==> src/rtl/rdata_packetizer_if.sv <==
// AXI-Stream output bundle of the read-data packetizer.
//   tdata  : beat payload
//   tkeep  : byte enables (all ones on valid beats)
//   tlast  : packet end marker
//   tvalid : beat valid
//   tready : downstream ready
// master drives the stream, slave consumes it.
interface rdata_packetizer_if #(
  parameter int DATA_WIDTH = 512
) ();
  logic [DATA_WIDTH-1:0]   tdata;
  logic [DATA_WIDTH/8-1:0] tkeep;
  logic                    tlast;
  logic                    tvalid;
  logic                    tready;

  modport master (output tdata, output tkeep, output tlast, output tvalid, input tready);
  modport slave  (input tdata, input tkeep, input tlast, input tvalid, output tready);
endinterface

==> src/rtl/rdata_packetizer.sv <==
// Turns the unstallable DDR4 read-return beat stream into AXI-Stream packets.
// Tracks outstanding reads, closes a packet when the last outstanding read
// returns or MAX_PKT_BEATS beats have been collected, and buffers beats in a
// small FIFO so the downstream can apply back-pressure.
//   clk, rst    : UI clock, synchronous active-high reset
//   ddr_read    : per-slot read-command strobes (0..4 reads per cycle)
//   rd_data     : returned read beat, qualified by rd_data_en
//   m_axis      : AXI-Stream master (tdata/tkeep/tlast/tvalid, tready)
//   outstanding : reads issued but not yet returned
//   drop_err    : sticky, a beat was lost on a full buffer
//   cnt_err     : sticky, outstanding counter underflow or saturation
module rdata_packetizer #(
  parameter int DATA_WIDTH    = 512,
  parameter int CNT_WIDTH     = 16,
  parameter int MAX_PKT_BEATS = 16,
  parameter int FIFO_DEPTH    = 4
) (
  input  logic                  clk,
  input  logic                  rst,
  input  logic [3:0]            ddr_read,
  input  logic [DATA_WIDTH-1:0] rd_data,
  input  logic                  rd_data_en,
  rdata_packetizer_if.master    m_axis,
  output logic [CNT_WIDTH-1:0]  outstanding,
  output logic                  drop_err,
  output logic                  cnt_err
);

  localparam int PW   = $clog2(FIFO_DEPTH);
  localparam int FCW  = PW + 1;
  localparam int SW   = CNT_WIDTH + 3;

  typedef struct packed {
    logic [DATA_WIDTH-1:0] data;
    logic                  last;
  } entry_t;

  entry_t                mem_q [FIFO_DEPTH];
  entry_t                mem_d [FIFO_DEPTH];
  logic [PW-1:0]         wr_ptr_q, wr_ptr_d;
  logic [PW-1:0]         rd_ptr_q, rd_ptr_d;
  logic [FCW-1:0]        count_q, count_d;
  logic [CNT_WIDTH-1:0]  outstanding_q, outstanding_d;
  logic [7:0]            beat_cnt_q, beat_cnt_d;
  logic                  drop_err_q, drop_err_d;
  logic                  cnt_err_q, cnt_err_d;

  logic [2:0]            cur_reads;
  logic [SW-1:0]         sum;
  logic [SW-1:0]         nxt;
  logic                  full, empty, pop, push, beat_last;

  always_comb begin
    cur_reads = {2'b0, ddr_read[0]} + {2'b0, ddr_read[1]}
              + {2'b0, ddr_read[2]} + {2'b0, ddr_read[3]};
    sum   = SW'(outstanding_q) + SW'(cur_reads);
    nxt   = sum - SW'(rd_data_en);
    full  = (count_q == FCW'(FIFO_DEPTH));
    empty = (count_q == '0);
    pop   = !empty && m_axis.tready;
    push  = rd_data_en && (!full || pop);
    // sum == 0 is the underflow case; that beat also ends the packet since
    // nothing is left outstanding once the counter clamps at zero.
    beat_last = (sum <= SW'(1)) || (beat_cnt_q == 8'(MAX_PKT_BEATS - 1));

    mem_d         = mem_q;
    wr_ptr_d      = wr_ptr_q;
    rd_ptr_d      = rd_ptr_q;
    count_d       = count_q + FCW'(push) - FCW'(pop);
    beat_cnt_d    = beat_cnt_q;
    drop_err_d    = drop_err_q;
    cnt_err_d     = cnt_err_q;
    outstanding_d = nxt[CNT_WIDTH-1:0];

    if (rd_data_en) begin
      beat_cnt_d = beat_last ? '0 : beat_cnt_q + 8'd1;
      if (!push) drop_err_d = 1'b1;
    end

    if (rd_data_en && (sum == '0)) begin
      outstanding_d = '0;
      cnt_err_d     = 1'b1;
    end else if (nxt > SW'({CNT_WIDTH{1'b1}})) begin
      outstanding_d = '1;
      cnt_err_d     = 1'b1;
    end

    if (push) begin
      mem_d[wr_ptr_q] = '{data: rd_data, last: beat_last};
      wr_ptr_d        = wr_ptr_q + 1'b1;
    end
    if (pop) rd_ptr_d = rd_ptr_q + 1'b1;
  end

  always_ff @(posedge clk) begin
    if (rst) begin
      wr_ptr_q      <= '0;
      rd_ptr_q      <= '0;
      count_q       <= '0;
      outstanding_q <= '0;
      beat_cnt_q    <= '0;
      drop_err_q    <= 1'b0;
      cnt_err_q     <= 1'b0;
    end else begin
      mem_q         <= mem_d;
      wr_ptr_q      <= wr_ptr_d;
      rd_ptr_q      <= rd_ptr_d;
      count_q       <= count_d;
      outstanding_q <= outstanding_d;
      beat_cnt_q    <= beat_cnt_d;
      drop_err_q    <= drop_err_d;
      cnt_err_q     <= cnt_err_d;
    end
  end

  assign m_axis.tvalid = !empty;
  assign m_axis.tdata  = mem_q[rd_ptr_q].data;
  assign m_axis.tlast  = mem_q[rd_ptr_q].last;
  assign m_axis.tkeep  = '1;
  assign outstanding   = outstanding_q;
  assign drop_err      = drop_err_q;
  assign cnt_err       = cnt_err_q;

endmodule

==> src/flat_wrapper.sv <==
// flat-port wrapper written by rule: the top's interface ports become plain ports
module rdata_packetizer_flat 
#(
  parameter int DATA_WIDTH    = 512,
  parameter int CNT_WIDTH     = 16,
  parameter int MAX_PKT_BEATS = 16,
  parameter int FIFO_DEPTH    = 4
)
  (clk, rst, ddr_read, rd_data, rd_data_en, outstanding, drop_err, cnt_err, m_axis_tdata, m_axis_tkeep, m_axis_tlast, m_axis_tvalid, m_axis_tready);
  rdata_packetizer_if #(.DATA_WIDTH(DATA_WIDTH)) m_axis_i ();
  input  logic clk;
  input  logic rst;
  input  logic [3:0] ddr_read;
  input  logic [DATA_WIDTH-1:0] rd_data;
  input  logic rd_data_en;
  output logic [CNT_WIDTH-1:0] outstanding;
  output logic drop_err;
  output logic cnt_err;
  output wire logic [$bits(m_axis_i.tdata)-1:0] m_axis_tdata;
  output wire logic [$bits(m_axis_i.tkeep)-1:0] m_axis_tkeep;
  output wire logic [$bits(m_axis_i.tlast)-1:0] m_axis_tlast;
  output wire logic [$bits(m_axis_i.tvalid)-1:0] m_axis_tvalid;
  input wire logic [$bits(m_axis_i.tready)-1:0] m_axis_tready;
  assign m_axis_tdata = m_axis_i.tdata;
  assign m_axis_tkeep = m_axis_i.tkeep;
  assign m_axis_tlast = m_axis_i.tlast;
  assign m_axis_tvalid = m_axis_i.tvalid;
  assign m_axis_i.tready = m_axis_tready;
  rdata_packetizer #(.DATA_WIDTH(DATA_WIDTH), .CNT_WIDTH(CNT_WIDTH), .MAX_PKT_BEATS(MAX_PKT_BEATS), .FIFO_DEPTH(FIFO_DEPTH)) u_core (.clk(clk), .rst(rst), .ddr_read(ddr_read), .rd_data(rd_data), .rd_data_en(rd_data_en), .m_axis(m_axis_i), .outstanding(outstanding), .drop_err(drop_err), .cnt_err(cnt_err));
endmodule
==> config.mk <==
export PLATFORM = sky130hd
export DESIGN_NAME = rdata_packetizer_flat
export DESIGN_NICKNAME = d
export VERILOG_FILES = /design/src/rtl/rdata_packetizer_if.sv /design/src/rtl/rdata_packetizer.sv /design/src/flat_wrapper.sv
export SDC_FILE = /design/constraint.sdc
export NUM_CORES = 1
export LEC_CHECK = 0
export BUFFER_PORTS_ARGS = -buffer_cell sky130_fd_sc_hd__buf_4
export CAP_MARGIN = 10
export CORE_AREA = 4 4 430 432
export CTS_BUF_LIST = sky130_fd_sc_hd__clkbuf_16
export DETAILED_ROUTE_END_ITERATION = 12
export DIE_AREA = 0 0 434 436
export SLEW_MARGIN = 0
export SYNTH_ARGS = -nofsm -noshare
export SYNTH_HDL_FRONTEND = slang
export SYNTH_SLANG_ARGS = --single-unit
==> constraint.sdc <==
create_clock -name clk -period 19.2 [get_ports clk]
set_clock_uncertainty 0.15 [all_clocks]
set_input_delay 1.92 -clock clk [delete_from_list [all_inputs] [get_ports clk]]
set_output_delay 1.92 -clock clk [all_outputs]
set_load 0.005 [all_outputs]
* Yosys cells after proc, flatten, opt, wreduce, memory -nomap -nowiden
Cells that the tools add are included.
** Storage, ports and cells
- Bits in registers :: 2085
- Input port bits :: 520
** Cells by class
- Add/sub/neg operators :: 10
- Magnitude comparators :: 5
- Equal/unequal tests :: 2
- Multiplexer cells :: 10
- Bitwise operators :: 4
- Reduce and logical (&&, ||, !) cells :: 14
** Operator list (number)
- 2052-bit bitwise mux :: 1
- 513-bit 2-to-1 mux :: 3
- 513-bit binary-select mux with 2-bit select :: 1
- 513-bit demux with 2-bit select :: 1
- 19-bit by 16-bit > comparator with 1-bit output, second input constant :: 1
- 19-bit by 1-bit <= comparator with 1-bit output, second input constant :: 1
- 19-bit zero test :: 1
- 19-bit by 1-bit subtractor with 19-bit output :: 1
- 16-bit by 3-bit adder with 17-bit output :: 1
- 16-bit 2-to-1 mux :: 1
- 3-bit by 1-bit adder with 3-bit output :: 3
- 8-bit by 1-bit adder with 8-bit output, second input constant :: 1
- 8-bit by 4-bit equality test with 1-bit output, second input constant :: 1
- 8-bit 2-to-1 mux :: 1
- 3-bit >= comparator, second input constant :: 2
- 2-bit inverter with 3-bit output :: 2
- 2-bit by 1-bit adder with 2-bit output, second input constant :: 2
- 1-bit logical AND :: 4
- 2-bit AND reduction :: 2
- 3-bit equality test, second input constant :: 1
- 3-bit zero test :: 1
- 3-bit by 1-bit < comparator with 1-bit output, second input constant :: 1
- 3-bit by 1-bit subtractor with 3-bit output :: 1
- 1-bit by 1-bit adder with 2-bit output :: 1
- other kinds (6) :: 10

* Longest topological paths before layout
Gate-level depths: netlist of the first run.
- Depth in word-level cells :: 8
- Depth in mapped cells :: 15
- Mapped depth without buffers :: 13

* Worst setup path after synthesis of the first run
No wires, ideal clock.
- Path type :: input-to-reg
- Start :: in rd_data_en
- End :: reg u_core.mem_q[0] (netlist name) (enable)
- Library setup time :: 0.947 ns
- Data arrival time :: 14.077 ns
- Required time :: 18.103 ns
- Setup slack :: 4.026 ns
- Cell stages on the path :: 4
- Path buffers :: 1
- Cell sequence :: clkbuf_1 nand2b_1 nor2_1 and2_1
** Between the ends
- Longest elaborated chain between the ends :: 2
** Ends and longest elaborated chain
- from (decl) :: RTL line flat_wrapper.sv:15 : input logic rd_data_en;
- 1-bit logical AND :: RTL line rdata_packetizer.sv:61 : push = rd_data_en && (!full || pop);
- 2-bit AND reduction (no source line)
- to (signal assigned) :: RTL line rdata_packetizer.sv:105 : mem_q <= mem_d;
- to (decl) :: RTL line rdata_packetizer.sv:38 : entry_t mem_q [FIFO_DEPTH];
Every way passes these cells.
A chain may end at the register's enable or synchronous reset.

* Final worst setup path of the first run
- Start :: reg u_core.rd_ptr_q[0]
- End :: out m_axis_tdata[412]
** Between the ends
- Longest elaborated chain between the ends :: 4
** Ends and longest elaborated chain
- from (decl) :: RTL line rdata_packetizer.sv:41 : logic [PW-1:0] rd_ptr_q, rd_ptr_d;
- from (signal assigned) :: RTL line rdata_packetizer.sv:107 : rd_ptr_q <= rd_ptr_d;
- 2-bit inverter with 3-bit output (not written as such) :: RTL line rdata_packetizer.sv:117 : assign m_axis.tdata = mem_q[rd_ptr_q].data;
- 513-bit binary-select mux with 2-bit select :: RTL line rdata_packetizer.sv:117
- 513-bit 2-to-1 mux (not written as such) (2 in a row) :: RTL line rdata_packetizer.sv:117
- to (decl) :: RTL line flat_wrapper.sv:19 : output wire logic [$bits(m_axis_i.tdata)-1:0] m_axis_tdata;
Every way passes these cells. The select of a mux whose other input is x is not followed.

==> results of run 1 <==
[per-layer routing]
metal	wire length, µm	up-vias	GRT usage (%)
li1	-	15300	-
met1	68300	19000	23.1
met2	99600	1098	33.6
met3	13400	291	5.76
met4	6970	12	8.30
met5	100	-	0
[state kept, by name, summed over array words and instances (netlist names)]
register,count
u_core.mem_q,2052
u_core.outstanding,16
u_core.beat_cnt_q,8
u_core.count_q,3
u_core.rd_ptr_q,2
u_core.wr_ptr_q,2
u_core.cnt_err,1
u_core.drop_err,1
[placed cells by master, fill, tap and decap left out, types with 4 or more instances in the layout]
cell / instances
a21oi_1: 15
clkinvlp_4: 8
edfxtp_1: 2052
nand3_1: 7
inv_1: 69
or3_1: 4
and3_1: 5
buf_12: 6
clkinv_1: 52
clkbuf_16: 216
nand4_1: 8
nor4_1: 4
clkinv_8: 4
diode_2: 31
xor2_1: 11
xnor2_1: 20
o21ai_0: 4
buf_4: 1095
nand2_1: 21
mux4_2: 513
clkinv_2: 32
clkinv_4: 4
and2_4: 4
nor2_1: 25
dfxtp_1: 31
a21oi_2: 9
ha_1: 14
conb_1: 64
inv_6: 4
nor3_1: 7
bufinv_16: 17
[cell families after synthesis]
| group | count (synthesis) | synth area share (%) |
|---|---|---|
| compound gates | 60 | 0.703 |
| mux | 516 | 15.1 |
| other cells | 1 | 0.00490 |
| flops | 2085 | 81.4 |
| simple gates | 100 | 0.688 |
| buf+inv | 212 | 1.40 |
| fa+ha+maj | 17 | 0.307 |
| xor+xnor | 32 | 0.376 |
[worst max-delay path, cell delays in order (launching register included)]
cell and delay (ns):
dfxtp_4 0.69, buf_12 0.66, buf_4 0.85, buf_4 0.84, buf_4 0.78, mux4_2 0.63
buf_4 0.16
[where the power goes]
group	leakage [nW]	internal (mW)	total [mW]	switching [mW]
logic	8.89	1.25	2.42	1.17
clock network	3.50	2.27	3.97	1.70
registers	18.9	5.23	5.30	0.0752
[layout make-up]
type / instances / share of cell area (%)
timing repair buffer: 1101 / 8.87
tap: 2370 / 3.16
clock inverter: 176 / 1.49
inverter: 21 / 0.0839
sequential: 2085 / 66.3
clock buffer: 216 / 5.75
antenna: 31 / 0.0825
multi-input combinational: 789 / 14.3
[stage by stage]
step,power (mW),cells,hold WS (ns)
floorplan,6.74,3086,0.310
global placement,7.88,6366,0.310
detailed placement,7.90,6366,0.331
CTS,11.9,6758,0.341
global route,12.2,6785,0.369
finish,11.7,6789,0.343
[final timing paths]
kind,end,slack [ns],from,depth (start not counted)
min reg2reg,u_core.beat_cnt_q[1],0.34,u_core.beat_cnt_q[1],2
max,m_axis_tdata[412],11.43,u_core.rd_ptr_q[0],6
max reg2reg,u_core.mem_q[1894],14.37,u_core.count_q[1],7
min,u_core.beat_cnt_q[1],0.34,u_core.beat_cnt_q[1],2
==> results.yml, run 1 <==
status:
  status: "finished, final reports clean"
floorplan:
  die-area_um2: 189000
  pin_count: 1116
  die_x_um: 434
  initial_core_util_pct: 42.4
  die_h_um: 436
  fp-row-count: 156
  coreArea_um2: 181000
power_and_ir_drop:
  ir_drop_uv: 97.0
  power_density_nw_per_um2: 124
  leakagePower_nw: 31.3
setup_path:
  crit_required_ns: 17.13
  worst-path-max-fanout: 95
  worstSetupPathType: "register to primary output"
  startpoint_type: "register"
  cp-end-kind: "primary output"
  arrival_ns: 5.70
route:
  drt_iter0_drc: 2730
  via_per_inst: 5.25
  firstDrtPassIters: 7
  drc: 0
  num_vias: 35600
  ant_nets: 0
  routed_wirelength_mm: 188
  wl_per_cell_um: 27.8
clock_network:
  hold_buffers: 0
  cts_buffers: 212
  cts_tree: "yes"
  clk_pin_slew_worst_paths_ns: 0.06
  clockBufferDepth: 3
  cts_resized: 0
  cts_sinks: 2085
  post_cts_buffers: 0
  clockRootBuffer: "clkbuf_16"
  htreeDepth: 4
  clock_latency_ns: 0.83
yosys:
  synth-seq-cells: 2085
  synth_common_cells: "edfxtp_1 (2052), mux4_2 (513), buf_1 (66)"
  syn_avg_cell_area_um2: 25.3
  synthDistinctLibCells: 64
  synth_area_leaders: "edfxtp_1 (81%), mux4_2 (15%), dfxtp_1 (0.86%)"
  synth_area_um2: 76500
  synth-edff-count: 2052
  synth-seq-area-share_pct: 81.4
  post-synth-top-area-fraction_pct: 80.5
  yosysTopAreaCell: "edfxtp_1"
  async_reset_ff_share_pct: 0
  synth_ff_type: "edfxtp_1"
  yosysMostFrequentCell: "edfxtp_1"
  synth_cells: 3023
  yosys_warnings: 0
timing:
  relSlewSlack_pct: 25.9
  slew_violations: 0
  setup_violations: 0
  hold_violations: 0
  fin_crit_sh_pct: 40.5
  timing.final.ws_setup_ns: 11.43
  fmax_mhz: 129
  fin_setup_tns_ns: 0
  fin_crit_ns: 7.77
  rsz0062_at_grt: "false"
  worst_pin_slew_ns: 1.11
global_routing:
  grt_overflow: 0
  grt.total_usage_pct: 19.6
  grt_pass1_wl_mm: 269
  antenna_found_initial: 47
  grt_pass1_vias: 36900
  grt_max_degree: 146
placement:
  port_buffers: 1051
  dpl.hpwl_mm: 125
  pre_cts_slack_ns: 11.98
  dpl-instance-area_um2: 87100
  place.gp.congestion: 0.807
final_layout:
  final_nets: 4747
  fin_util_pct: 52.1
  fillCellCount: 14100
  area_growth_pct: 22.8
  layout-drive-gt1-share_pct: 44.2
  multiInputGateArea_um2: 13400
  regArea_um2: 62300
  stdcell_area_um2: 94000
hold_path:
  hold_class: "register to register"
job:
  max-cap-violations: 0
No activity file was read; power rests on OpenSTA's default activity.
==> run 2, diff against run 1 <==
- CORE_AREA: 4 4 430 432 -> 4 4 429 431
- DIE_AREA: 0 0 434 436 -> 0 0 433 435
- clock period: 19.2 -> 6.44 ns (I/O delays scaled with it)
==> run 2 against run 1 <==
  * Total power rose to 3.0 times the previous value
  * Critical path depth fell by 3
  * Worst setup slack got worse by 9.1 ns
  * Largest cell class unchanged
  * Highest routed layer unchanged
==> results.yml, run 2 (synthesized netlist as in run 1, its figures left out) <==
placement:
  place.gp.congestion: 0.825
  pre_cts_slack_ns: 1.54
  port_buffers: 1051
  dpl-instance-area_um2: 87300
  dpl.hpwl_mm: 121
hold_path:
  hold_class: "register to register"
final_layout:
  stdcell_area_um2: 99000
  layout_commonest_cell: "edfxtp_1"
  largest_register_ffs: 2052
  area_growth_pct: 29.3
  final_nets: 5251
  layout-drive-gt1-share_pct: 39.1
  final_cell_mix: "edfxtp_1 (2052), buf_4 (1065), dlygate4sd3_1 (515)"
  regMostFlops: "u_core.mem_q"
setup_path:
  worst-path-max-fanout: 86
  path_cells: "buf_12, mux4_2, buf_4"
  slowest_delay_ns: 0.91
  startpoint_type: "register"
  path_delay_family: "flip-flops"
  slowest_stage: "dfxtp_4"
  cp-end-kind: "primary output"
  cp_num_buf_inv: 2
  crit_required_ns: 5.65
  worstSetupPathType: "register to primary output"
  arrival_ns: 3.34
clock_network:
  htreeDepth: 4
  clk_pin_slew_worst_paths_ns: 0.06
  clockRootBuffer: "clkbuf_16"
  clock_latency_ns: 0.83
  cts_sinks: 2085
  cts_buffers: 208
  cts_tree: "yes"
  cts_resized: 0
  clockBufferDepth: 3
timing:
  fin_crit_ns: 4.14
  slew_violations: 0
  worst_pin_slew_ns: 1.09
  setup_violations: 0
  fmax_mhz: 242
  timing.final.ws_setup_ns: 2.30
  hold_violations: 0
  relSlewSlack_pct: 27.1
  rsz0062_at_grt: "false"
  fin_crit_sh_pct: 64.2
global_routing:
  grt.total_usage_pct: 19.9
  antenna_found_initial: 45
  grt_pass1_wl_mm: 276
  grt_max_degree: 157
  grt_pass1_vias: 39400
  grt_overflow: 0
route:
  ant_nets: 0
  wl_per_cell_um: 26.1
  drc: 0
  num_vias: 37600
  via_per_inst: 5.16
  firstDrtPassIters: 5
  drt_iter0_drc: 2730
  routed_wirelength_mm: 190
power_and_ir_drop:
  intPower_mw: 25.9
  ir_drop_uv: 259
  leakagePower_nw: 33.3
  seqPwrFrac_pct: 45.6
  switching_power_mw: 8.80
  p_sw_share_pct: 25.3
  combPwrFrac_pct: 21.8
  power_frac_clock_pct: 32.6
  power_density_nw_per_um2: 351
  finalPower_mw: 34.7
floorplan:
  die-area_um2: 188000
  die_x_um: 433
  pin_count: 1116
  coreArea_um2: 180000
  die_h_um: 435
  fp-row-count: 156
  initial_core_util_pct: 42.5
job:
  max-cap-violations: 0
status:
  status: "finished, final reports clean"
[run 2: final cells by class]
cell class | count | area (µm²)
flip-flops and latches | 2085 | 62300
clock inverters | 165 | 1030
multi-input cells | 789 | 13400
clock buffers | 215 | 5380
inverters | 21 | 78.8
well taps | 2370 | 2970
repair buffers | 1609 | 13700
diodes | 31 | 77.6
fillers | 13600 | 81200
[run 2: through the flow]
stage | std cells | hold WS [ns] | util (%) | setup TNS [ns]
finish | 7285 | 0.328 | 54.9 | 0
global route | 7273 | 0.344 | 54.9 | 0
CTS | 7254 | 0.290 | 54.9 | 0
global placement | 6359 | 0.304 | 48.5 | 0
detailed placement | 6359 | 0.315 | 48.5 | 0
floorplan | 3086 | 0.310 | - | -3305.56
[run 2: worst reg2reg max path: cells and delay by family (launching register included)]
kind                       cells  cell delay [ns]
DFF                            1             0.33
AOI/OAI and AO/OA              5             1.67
and+or+nand+nor                2             0.51
adders and majority gates      2             0.79
[run 2: power by group through the flow]
stage | combinational (mW) | sequential [mW] | clock, mW
2_1_floorplan | 3.77 | 16.1 | 0
3_3_place_gp | 7.47 | 16.1 | 0
3_5_place_dp | 7.48 | 16.1 | 0
4_1_cts | 7.81 | 15.9 | 11.6
5_1_grt | 8.08 | 15.9 | 12.2
6_report | 7.58 | 15.8 | 11.3
[run 2: repair_timing]
action / CTS / global route
endpoints found under the hold margin: 2059 / 0
hold buffers: 515 / 0
buffers inserted: 0 / 0
[run 2: worst paths after layout]
path,slack [ns],cells past startpoint,start,end
max,2.30,3,u_core.rd_ptr_q[0],m_axis_tdata[9]
min,0.33,2,u_core.drop_err,u_core.drop_err
max reg2reg,2.85,9,u_core.outstanding[0],u_core.outstanding[0]
min reg2reg,0.33,2,u_core.drop_err,u_core.drop_err
[run 2: routing by layer]
metal / routed length, µm / GRT usage, % / vias up / part of all wire, %
met3: 11200 / 4.80 / 350 / 5.9
li1: - / - / 16300 / -
met1: 71300 / 24.0 / 19800 / 37
met4: 8830 / 8.59 / 8 / 4.6
met5: 48 / 0 / - / 0.025
met2: 98800 / 34.2 / 1138 / 52
